[src/rtl/frame_slot_alloc.sv]
// Frame-buffer slot allocator: hands free DDR slots to the writer and queues finished slots.
// Optional statistics counters (drop_cnt, push_cnt) are enabled by defining FRAME_SLOT_STAT_EN.
module frame_slot_alloc #(
    parameter int unsigned SLOT_NUM = 4,
    parameter int unsigned SLOT_W   = 4
) (
    input  logic              clk,
    input  logic              rst,
    input  logic              wr_frame_start,
    input  logic              wr_frame_done,
    output logic [SLOT_W-1:0] wr_slot,
    output logic              wr_slot_vld,
    output logic              wr_drop,
    output logic              fifo_wr_en,
    output logic [SLOT_W-1:0] fifo_wr_data,
    input  logic              fifo_wr_vld,
    input  logic              rel_en,
    input  logic [SLOT_W-1:0] rel_slot,
    output logic [4:0]        free_cnt,
`ifdef FRAME_SLOT_STAT_EN
    output logic [15:0]       drop_cnt,
    output logic [15:0]       push_cnt,
`endif
    output logic              err_rel
);

    typedef enum logic [1:0] {StIdle, StWriting, StPush} state_e;

    localparam logic [SLOT_W:0] SlotLim = (SLOT_W + 1)'(SLOT_NUM);

    state_e              state_q, state_d;
    logic [SLOT_NUM-1:0] free_q, free_d;
    logic [4:0]          free_cnt_q, free_cnt_d;
    logic                pend_q, pend_d;
    logic [SLOT_W-1:0]   wr_slot_q, wr_slot_d;
    logic                wr_slot_vld_q, wr_slot_vld_d;
    logic                wr_drop_q, wr_drop_d;
    logic [SLOT_W-1:0]   fifo_wr_data_q, fifo_wr_data_d;
    logic                err_rel_q, err_rel_d;

    logic              any_free;
    logic [SLOT_W-1:0] alloc_idx;
    logic              claim;
    logic              rel_in_range;
    logic              rel_is_free;
    logic              rel_ok;
    logic              push_hs;

    always_ff @(posedge clk) begin
        if (!rst) begin
            state_q        <= StIdle;
            free_q         <= '1;
            free_cnt_q     <= 5'(SLOT_NUM);
            pend_q         <= 1'b0;
            wr_slot_q      <= '0;
            wr_slot_vld_q  <= 1'b0;
            wr_drop_q      <= 1'b0;
            fifo_wr_data_q <= '0;
            err_rel_q      <= 1'b0;
        end else begin
            state_q        <= state_d;
            free_q         <= free_d;
            free_cnt_q     <= free_cnt_d;
            pend_q         <= pend_d;
            wr_slot_q      <= wr_slot_d;
            wr_slot_vld_q  <= wr_slot_vld_d;
            wr_drop_q      <= wr_drop_d;
            fifo_wr_data_q <= fifo_wr_data_d;
            err_rel_q      <= err_rel_d;
        end
    end

    always_comb begin
        state_d        = state_q;
        free_d         = free_q;
        pend_d         = pend_q;
        wr_slot_d      = wr_slot_q;
        wr_slot_vld_d  = wr_slot_vld_q;
        wr_drop_d      = 1'b0;
        fifo_wr_data_d = fifo_wr_data_q;
        claim          = 1'b0;
        push_hs        = 1'b0;

        // Scan downwards so the lowest free index wins.
        any_free  = 1'b0;
        alloc_idx = '0;
        for (int i = int'(SLOT_NUM) - 1; i >= 0; i--) begin
            if (free_q[i]) begin
                any_free  = 1'b1;
                alloc_idx = SLOT_W'(i);
            end
        end

        case (state_q)
            StIdle: begin
                if (wr_frame_start || pend_q) begin
                    pend_d = 1'b0;
                    if (any_free) begin
                        claim         = 1'b1;
                        wr_slot_d     = alloc_idx;
                        wr_slot_vld_d = 1'b1;
                        state_d       = StWriting;
                    end else begin
                        wr_drop_d = 1'b1;
                    end
                end
            end
            StWriting: begin
                // A restart keeps the same slot; only completion moves on.
                if (wr_frame_done) begin
                    wr_slot_vld_d  = 1'b0;
                    fifo_wr_data_d = wr_slot_q;
                    state_d        = StPush;
                end
            end
            StPush: begin
                if (wr_frame_start) begin
                    if (pend_q) wr_drop_d = 1'b1;
                    else        pend_d    = 1'b1;
                end
                if (fifo_wr_vld) begin
                    push_hs = 1'b1;
                    state_d = StIdle;
                end
            end
            default: state_d = StIdle;
        endcase

        rel_in_range = ({1'b0, rel_slot} < SlotLim);
        rel_is_free  = 1'b0;
        for (int i = 0; i < int'(SLOT_NUM); i++) begin
            if (rel_slot == SLOT_W'(i)) rel_is_free = free_q[i];
        end
        rel_ok    = rel_en && rel_in_range && !rel_is_free;
        err_rel_d = rel_en && !rel_ok;

        // Claimed and released bits are always distinct, so both updates apply.
        for (int i = 0; i < int'(SLOT_NUM); i++) begin
            if (claim && (alloc_idx == SLOT_W'(i))) free_d[i] = 1'b0;
            if (rel_ok && (rel_slot == SLOT_W'(i))) free_d[i] = 1'b1;
        end

        free_cnt_d = '0;
        for (int i = 0; i < int'(SLOT_NUM); i++) begin
            free_cnt_d = free_cnt_d + 5'(free_d[i]);
        end
    end

    always_comb begin
        fifo_wr_en   = (state_q == StPush);
        fifo_wr_data = fifo_wr_data_q;
        wr_slot      = wr_slot_q;
        wr_slot_vld  = wr_slot_vld_q;
        wr_drop      = wr_drop_q;
        free_cnt     = free_cnt_q;
        err_rel      = err_rel_q;
    end

`ifdef FRAME_SLOT_STAT_EN
    logic [15:0] drop_cnt_q, drop_cnt_d;
    logic [15:0] push_cnt_q, push_cnt_d;

    always_comb begin
        drop_cnt_d = drop_cnt_q;
        if (wr_drop_d && (drop_cnt_q != 16'hFFFF)) drop_cnt_d = drop_cnt_q + 16'd1;
        push_cnt_d = push_hs ? push_cnt_q + 16'd1 : push_cnt_q;
    end

    always_ff @(posedge clk) begin
        if (!rst) begin
            drop_cnt_q <= '0;
            push_cnt_q <= '0;
        end else begin
            drop_cnt_q <= drop_cnt_d;
            push_cnt_q <= push_cnt_d;
        end
    end

    assign drop_cnt = drop_cnt_q;
    assign push_cnt = push_cnt_q;
`endif

endmodule
[config.mk]
export PLATFORM = sky130hd
export DESIGN_NAME = frame_slot_alloc
export DESIGN_NICKNAME = d
export VERILOG_FILES = /design/src/rtl/frame_slot_alloc.sv
export SDC_FILE = /design/constraint.sdc
export NUM_CORES = 1
export LEC_CHECK = 0
export ABC_CLOCK_PERIOD_IN_PS = 2640
export CORE_MARGIN = 4
export CORE_UTILIZATION = 44
export DETAILED_ROUTE_END_ITERATION = 10
export PLACE_DENSITY_LB_ADDON = 0.3
export SYNTH_ARGS = -nofsm -noshare
export SYNTH_HDL_FRONTEND = slang
export SYNTH_SLANG_ARGS = --single-unit
[constraint.sdc]
create_clock -name clk -period 2.64 [get_ports clk]
set_clock_uncertainty 0.05 [all_clocks]
set_input_delay 0.792 -clock clk [delete_from_list [all_inputs] [get_ports clk]]
set_output_delay 0.792 -clock clk [all_outputs]
set_load 0.05 [all_outputs]
Word level (Yosys, flattened, before mapping). Cells that the tools add are included.

Bits of input ports: 10. Output and inout port bits: 17. Register bits: 23.

Equal/unequal tests: 13. Multiplexer cells: 40. Add/subtract/negate cells: 3. $lt $le $gt $ge: 1. Reduce and logical (&&, ||, !) cells: 24.

Operators by type and width (number): $mux W1 (28); $eq A4 B2 Y1 const B (4); $mux W4 (3); $logic_and A1 B1 Y1 (11); $mux W2 (5); $eq A4 B1 Y1 const B (2); $logic_not A4 Y1 (2); $ne A2 B2 Y1 const B (4); $reduce_and A4 Y1 (2); $pmux W1 S2 (3); $pmux W2 S3 (1); $reduce_and A3 Y1 (2); $add A3 B1 Y4 (1); $lt A4 B3 Y1 const B (1); $reduce_bool A2 Y1 (2); $add A2 B1 Y3 (1); $add A1 B1 Y2 (1); $eq A2 B1 Y1 const B (1); $eq A2 B2 Y1 const B (1); $logic_not A1 Y1 (2); $logic_not A2 Y1 (1); $ne A2 B1 Y1 const B (1); $reduce_and A2 Y1 (1); $logic_or A1 B1 Y1 (1).

Longest topological paths before layout. Gate-level depths: netlist (run 1).

Depth after elaboration: 13. Depth in mapped cells: 8.

Worst setup path before layout (run 1). OpenSTA, ideal clock, no wires.

Path type: input to register. Start: input port rel_slot[1]. End: register free_cnt_q[1] (netlist: free_cnt[1]). Slack: 0.127 ns. Buffers on the path: 0. Stages on the path: 7. Arrival time: 2.348 ns. Setup time: 0.115 ns. Cells stage by stage: nor4b_1 -> nand3_1 -> nand2_1 -> fa_1 -> ha_1 -> ha_1 -> and2_1.

Cells in the longest elaborated chain, start to end: 12.

RTL lines: start: declaration (RTL line 18) `input logic [SLOT_W-1:0] rel_slot,`; $logic_not A4 Y1 (RTL line 132) `if (rel_slot == SLOT_W'(i)) rel_is_free = free_q[i];`; $mux W1 (4 in series) (RTL line 132); $logic_not A1 Y1 (RTL line 134) `rel_ok = rel_en && rel_in_range && !rel_is_free;`; $logic_and A1 B1 Y1 (RTL line 134); $logic_and A1 B1 Y1 (*) (RTL line 140) `if (rel_ok && (rel_slot == SLOT_W'(i))) free_d[i] = 1'b1;`; $mux W1 (*) (RTL line 140); net free_d[1] (RTL line 32) `logic [SLOT_NUM-1:0] free_q, free_d;`; $add A1 B1 Y2 (*) (RTL line 145) `free_cnt_d = free_cnt_d + 5'(free_d[i]);`; $add A2 B1 Y3 (*) (RTL line 145); $add A3 B1 Y4 (*) (RTL line 145); net free_cnt_d[1] (RTL line 33) `logic [4:0] free_cnt_q, free_cnt_d;`; end signal: assignment (RTL line 53) `free_cnt_q <= 5'(SLOT_NUM);`; end signal: assignment (RTL line 63) `free_cnt_q <= free_cnt_d;`; end: declaration (RTL line 33).

Mark *: on every way through the listed nets, which the timed path passes. The rest lies on a longest branch. A chain may end at the register's enable or synchronous reset.

Worst setup path after layout (run 1).
Start: input port rel_slot[3]. End: register free_cnt_q[1] (netlist: free_cnt[1]).

RTL lines (RTL line): $logic_not A4 Y1 (132); $mux W1 (4 in series) (132); $logic_not A1 Y1 (134); $logic_and A1 B1 Y1 (134); $logic_and A1 B1 Y1 (*) (140); $mux W1 (*) (140); net free_d[3] (32); $add A3 B1 Y4 (*) (145); net free_cnt_d[1] (33).

Marks and branches as above.

==> impl_metrics.ini, run 1 <==
[flow_run]
maxCapViolations = 0

[final_layout]
layout-area-overhead-vs-synth_pct = 42.6
post_route_cells_drive_above_1_share = 0.221
post_route_insts_no_fill = 147
finish.utilization = 0.674
num_antenna_cells = 0
nets = 136

[floorplanning]
fp-row-count = 15
chipWidth_um = 51.5
start_util = 0.472
core_area_sq_um = 1760
die_h_um = 51.5
i_o_pin_count = 27
area_enclosed_by_the_die_boundary_sq_um = 2650

[synthesis]
synth-seq-area-share = 0.408
netlist_area_sq_um = 833
synth_async_sr_flop_share = 0
syn_area_per_cell_sq_um = 9.36
edff_count_synth = 0
postSynthCellCount = 89
count_of_unique_library_cells_instantiated_by_yosys = 35
synth-seq-cells = 17
synth.yosys.warnings = 0
yosys_most_used_dff = sky130_fd_sc_hd__dfxtp_1

[timing]
final.setup.tns_ns = 0
final_worst_path_cycle_share = 0.960
timing.fmax_ghz = 0.395
worstMarginPinSlew_ns = 0.545
period_needed_ns = 2.53
final-max-slew-violation-count = 0
unrepaired_setup_endpoints_after_global_routing = no
worst_slew_margin_rel = 0.636
post-route-worst-setup-slack_ns = 0.106
finalSetupViolCount = 0
hold_violations = 0

[clocking]
clk_pin_slew_worst_paths_ns = 0.10
tritoncts.num_buffers = 3
clockBufferDepth = 2
clock-sinks = 17
tritoncts_clock_tree = done
cts_hold_buffers = 0
clock_latency_reported_for_the_late_side_of_the_worst_skew_pair_ns = 0.30
htree_num_levels = 1
clock_tree.root_cell = sky130_fd_sc_hd__clkbuf_4

[place]
detailedPlacementHpwl_um = 1370
dp_slack_ns = -0.585
gp_congestion = 0.746
portBuffers = 20
dp_cells = 142

[critical_path]
worstPathCellList = dlygate4sd2_1 -> nor4bb_4 -> nand3b_1 -> nand2_1 -> fa_1 -> ha_1 -> ha_1 -> and2_1
reg2reg_slack_ns = 0.19
reg2reg_depth = 7
end_of_the_worst_register_to_register_path = free_cnt[1]$_SDFF_PN0_
path_max_fanout = 3
crit_path_top_delay_cell = sky130_fd_sc_hd__fa_1
cp.required_ns = 2.79
crit_type = in2reg
crit_path_start_kind = input port
critPathArrivalTime_ns = 2.69
max_stage_delay_ns = 0.42
path_common_cell = sky130_fd_sc_hd__ha_1
critPathCaptureType = flip-flop
rr_startpoint = free_q[2]$_SDFF_PN1_

[pwr]
swShare = 0.356
fin_total_pwr_uw = 657
power_density_nw_per_um2 = 553
seqPwrFrac = 0.440
power.net_switching_uw = 234
power_frac_comb = 0.342
leakagePower_nw = 0.511
p_int_uw = 423
power_frac_clock = 0.218
irDropWorstVdd_mv = 0.460

[detailed_routing]
routed_wirelength_um = 1790
routedWlPerCell_um = 12.2
via_per_inst = 5.10
drt_drc_violations_left = 0
dr_total_vias = 749
detail-route-antenna-nets = 0
dr.first_iter.drc_count = 4
dr.pass1.iters = 4

[min_path]
hold_path.startpoint = fifo_wr_data[0]$_SDFFE_PN0P_
worst_hold_path.endpoint = fifo_wr_data[0]$_SDFFE_PN0P_
hold_class = reg2reg
worst_hold_path.num_cells = 2

[grt]
grt_max_degree = 18
grt.total_usage = 0.152
grt_antenna_before_repair = 0
global_route_wire_length_before_repair_um = 2950
grt_overflow = 0
grt_pass1_vias = 679

[status]
status = completed
## critical path, delay by kind of cell
kind / cells / cell delay (ns)
fa+ha+maj: 3 / 0.89
buf+inv: 1 / 0.30
simple gates: 4 / 0.70
## flip-flops by register name, indices dropped and copies added, names as in the netlist
signal and cells:
err_rel 1, wr_slot 2, wr_drop 1, fifo_wr_data 2
free_cnt 3, state_q 2, free_q 4, pend_q 1
wr_slot_vld 1
## timing repair
item,CTS,global route
setup endpoints to repair,3,2
resized for setup,13,4
setup buffers,1,0
endpoints found under the hold margin,0,0
pin swaps,4,2
## kinds of logic (layout without fill, tap and decap cells)
| logic type | count (synthesis) | after routing | synth area share |
|---|---|---|---|
| AND/OR/NAND/NOR | 41 | 41 | 0.276 |
| flip-flops | 17 | 17 | 0.408 |
| AO/OA/AOI/OAI | 13 | 13 | 0.122 |
| buffers and inverters | 11 | 39 | 0.0796 |
| adder cells (fa/ha/maj) | 3 | 3 | 0.0541 |
| multiplexers | 3 | 3 | 0.0556 |
| other | 1 | 6 | 0.00450 |
## worst max-delay path by stage
stage                           start                     end
final                     rel_slot[3]  free_cnt[1]$_SDFF_PN0_
after global routing      rel_slot[3]  free_cnt[1]$_SDFF_PN0_
after detailed placement  rel_slot[1]  free_cnt[1]$_SDFF_PN0_
after floorplan           rel_slot[1]  free_cnt[1]$_SDFF_PN0_
after global placement    rel_slot[1]  free_cnt[1]$_SDFF_PN0_
after CTS                 rel_slot[3]  free_cnt[1]$_SDFF_PN0_
## metal layers
layer / part of all wire / routed length (um) / vias to the layer above / GRT usage
met1: 0.45 / 800 / 355 / 0.183
met3: 0.051 / 92 / 2 / 0.0659
met2: 0.49 / 885 / 19 / 0.254
met5: 0 / 0 / - / 0
met4: 0.0067 / 12 / 0 / 0.0262
li1: - / - / 373 / -
## placed cells by master (no fill, tap or decap), types with 6 or more instances in the layout
| cell type | instances |
|---|---|
| sky130_fd_sc_hd__dfxtp_1 | 17 |
| sky130_fd_sc_hd__clkdlybuf4s50_1 | 14 |
| sky130_fd_sc_hd__buf_4 | 13 |
| sky130_fd_sc_hd__nand2_1 | 7 |
| sky130_fd_sc_hd__nor2_1 | 6 |
| sky130_fd_sc_hd__nand3_1 | 6 |
| sky130_fd_sc_hd__conb_1 | 6 |
## through the flow
stage          hold WS (ns)  instance area [sq um]
3_3_place_gp          0.453                   1110
5_1_grt               0.517                   1190
4_1_cts               0.493                   1190
3_5_place_dp          0.464                   1110
6_report              0.484                   1190
2_1_floorplan         0.443                    852
## synth_stat cells (all sizes together) (2+ instances only)
| cell | n | area share |
|---|---|---|
| o221a | 2 | 0.027 |
| or2 | 2 | 0.015 |
| mux2i | 2 | 0.024 |
| a21oi | 2 | 0.012 |
| nor2 | 7 | 0.035 |
| nor3 | 3 | 0.018 |
| nand2b | 2 | 0.015 |
| nand3 | 6 | 0.036 |
| nor2b | 3 | 0.023 |
| o21a | 2 | 0.018 |
| nand2 | 7 | 0.032 |
| ha | 2 | 0.030 |
| and2 | 3 | 0.023 |
| o31ai | 3 | 0.027 |
| nand3b | 2 | 0.018 |
| inv | 2 | 0.0090 |
| dfxtp | 17 | 0.41 |
| buf | 7 | 0.060 |
| clkbuf | 2 | 0.011 |
## layout make-up
class,count,area [sq um]
Clock inverter,1,5.00
Inverter,2,7.51
Clock buffer,3,22.5
Multi-Input combinational cell,66,490
Timing Repair Buffer,33,292
Fill cell,155,576
Tap cell,25,31.3
Sequential cell,17,340
## power by group through the flow
stage / clock (mW) / combinational (mW) / sequential [mW]
2_1_floorplan: 0 / 0.0907 / 0.350
3_3_place_gp: 0 / 0.216 / 0.295
3_5_place_dp: 0 / 0.220 / 0.295
4_1_cts: 0.146 / 0.227 / 0.289
5_1_grt: 0.163 / 0.243 / 0.292
6_report: 0.143 / 0.225 / 0.289
No activity file was read; power rests on OpenSTA's default activity.
==> inputs of run 2 (changes only) <==
ABC_AREA = 1   (was default)
CORE_UTILIZATION = 46   (was 44)
CTS_CLUSTER_SIZE = 28   (was default)
==> run 2 against run 1 <==
Net effect:
- cell count increased by 33%
- utilization increased by 6.0 points
- total power rose by 7.0%
- critical path type unchanged
- critical endpoint is now free_cnt[2]$_SDFF_PN1_
==> impl_metrics.ini, run 2 <==
[synthesis]
postSynthCellCount = 131
syn_area_per_cell_sq_um = 7.00
synth.top_cell.area_share = 0.371
yosys_most_used_dff = sky130_fd_sc_hd__dfxtp_1
synth-seq-cells = 17
edff_count_synth = 0
synthTopCellsByArea = sky130_fd_sc_hd__dfxtp_1 37%, sky130_fd_sc_hd__nand2_1 13%, sky130_fd_sc_hd__nand3_1 8.2%
netlist_area_sq_um = 917
post-synth-top-count-cell = sky130_fd_sc_hd__nand2_1
count_of_unique_library_cells_instantiated_by_yosys = 21
synth-seq-area-share = 0.371
synth.yosys.warnings = 0
ys_top_cells_by_count = 32 x sky130_fd_sc_hd__nand2_1, 17 x sky130_fd_sc_hd__dfxtp_1, 17 x sky130_fd_sc_hd__inv_1
synth_top_cell_by_area = sky130_fd_sc_hd__dfxtp_1
synth_async_sr_flop_share = 0

[pwr]
irDropWorstVdd_mv = 0.389
leakagePower_nw = 0.667
power_density_nw_per_um2 = 532

[critical_path]
crit_path_start_kind = input port
cp.required_ns = 2.79
critPathArrivalTime_ns = 2.73
critPathCaptureType = flip-flop
crit_type = in2reg
path_max_fanout = 4

[detailed_routing]
dr.pass1.iters = 4
drt_drc_violations_left = 0
detail-route-antenna-nets = 0
routed_wirelength_um = 2300
dr.first_iter.drc_count = 28
via_per_inst = 4.78
routedWlPerCell_um = 11.8
dr_total_vias = 933

[clocking]
clk_pin_slew_worst_paths_ns = 0.10
htree_num_levels = 1
tritoncts_clock_tree = done
clock-sinks = 17
clock_latency_reported_for_the_late_side_of_the_worst_skew_pair_ns = 0.30
clock_tree.root_cell = sky130_fd_sc_hd__clkbuf_4
clockBufferDepth = 2
tritoncts.num_buffers = 3

[flow_run]
maxCapViolations = 0

[timing]
hold_violations = 0
timing.fmax_ghz = 0.389
period_needed_ns = 2.57
worst_slew_margin_rel = 0.644
finalSetupViolCount = 0
post-route-worst-setup-slack_ns = 0.0678
holdWs_ns = 0.415
final-max-slew-violation-count = 0
worstMarginPinSlew_ns = 0.532
final_worst_path_cycle_share = 0.974

[place]
dp_cells = 186
gp_congestion = 0.772
dp_slack_ns = -0.571
portBuffers = 20
detailedPlacementHpwl_um = 1570

[final_layout]
register_with_the_most_flip_flops = free_q
mostFrequentLayoutCells = 28 x sky130_fd_sc_hd__nand2_1, 17 x sky130_fd_sc_hd__dfxtp_1, 17 x sky130_fd_sc_hd__buf_4
post_route_cells_drive_above_1_share = 0.294
num_antenna_cells = 0
largest_register_ffs = 4
post_route_insts_no_fill = 195
final_common_cell = sky130_fd_sc_hd__nand2_1
layout-area-overhead-vs-synth_pct = 44.2
nets = 184
num-fill-cells = 144

[floorplanning]
die_h_um = 52.7
core_area_sq_um = 1800
i_o_pin_count = 27
start_util = 0.509
fp-row-count = 15
area_enclosed_by_the_die_boundary_sq_um = 2770
chipWidth_um = 52.7

[grt]
grt_max_degree = 11
grt_antenna_before_repair = 0
grt_overflow = 0
global_route_wire_length_before_repair_um = 3920
grt.total_usage = 0.196
grt_pass1_vias = 922

[status]
status = completed

[min_path]
hold_class = reg2reg
## run 2: worst paths after layout
| check | cells after the start | to | start | slack, ns |
|---|---|---|---|---|
| hold / removal | 2 | fifo_wr_data[0]$_SDFFE_PN0P_ | fifo_wr_data[0]$_SDFFE_PN0P_ | 0.42 |
| setup / recovery | 12 | free_cnt[2]$_SDFF_PN1_ | rel_slot[1] | 0.07 |
| setup reg to reg | 11 | free_cnt[2]$_SDFF_PN1_ | free_q[1]$_SDFF_PN1_ | 0.35 |
| hold reg to reg | 2 | fifo_wr_data[0]$_SDFFE_PN0P_ | fifo_wr_data[0]$_SDFFE_PN0P_ | 0.42 |
## run 2: logic make-up after synthesis
group	share of synthesized area
compound gates	0.0791
simple gates	0.357
fa+ha+maj	0.0491
flops	0.371
buf+inv	0.139
other cells	0.00409
## run 2: area by class of cell
type                       instances  area (sq um)  area share
tap                               25          31.3      0.0237
inverter                          21          78.8      0.0596
clock buffer                       3          22.5      0.0170
clock inverter                     1          5.00     0.00378
sequential                        17           340       0.257
multi-input combinational         91           528       0.399
timing repair buffer              37           317       0.239
## run 2: what timing repair did
item | 4_1_cts | 5_1_grt
buffers inserted | 4 | 1
pin swaps | 12 | 11
setup endpoints to repair | 2 | 3
hold buffers | 0 | 0
gates resized for setup | 13 | 14
## run 2: per-stage QoR
stage               utilization  cell area (sq um)  TNS (ns)  total power, mW
finish                    0.734               1320         0            0.703
global route              0.734               1320   -0.0119            0.746
CTS                       0.713               1280         0            0.694
detailed placement        0.671               1210     -1.32            0.544
global placement          0.671               1210     -1.19            0.540
floorplan                     -                936         0            0.463
## run 2: power by group
group / switching (mW) / leakage, nW / internal (mW) / total (mW)
Sequential: 0.0155 / 0.140 / 0.279 / 0.295
Clock: 0.0882 / 0.0177 / 0.0565 / 0.145
Combinational: 0.163 / 0.510 / 0.101 / 0.264
## run 2: worst max-delay path: stages
cell and delay [ns]:
sky130_fd_sc_hd__dlygate4sd2_1 0.27, sky130_fd_sc_hd__nand2_1 0.08, sky130_fd_sc_hd__inv_1 0.05, sky130_fd_sc_hd__nand2_2 0.09, sky130_fd_sc_hd__nor2_4 0.05, sky130_fd_sc_hd__nor2_4 0.18, sky130_fd_sc_hd__nand3_2 0.11, sky130_fd_sc_hd__nand2_2 0.09
sky130_fd_sc_hd__fa_1 0.43, sky130_fd_sc_hd__ha_2 0.21, sky130_fd_sc_hd__ha_4 0.14, sky130_fd_sc_hd__or2_4 0.23
## run 2: routing by layer
metal	share of wire	global-route usage	vias to the layer above
met5	0	0	-
met4	0.025	0.145	0
met3	0.063	0.0399	7
met2	0.52	0.331	35
met1	0.40	0.214	418
li1	-	-	473
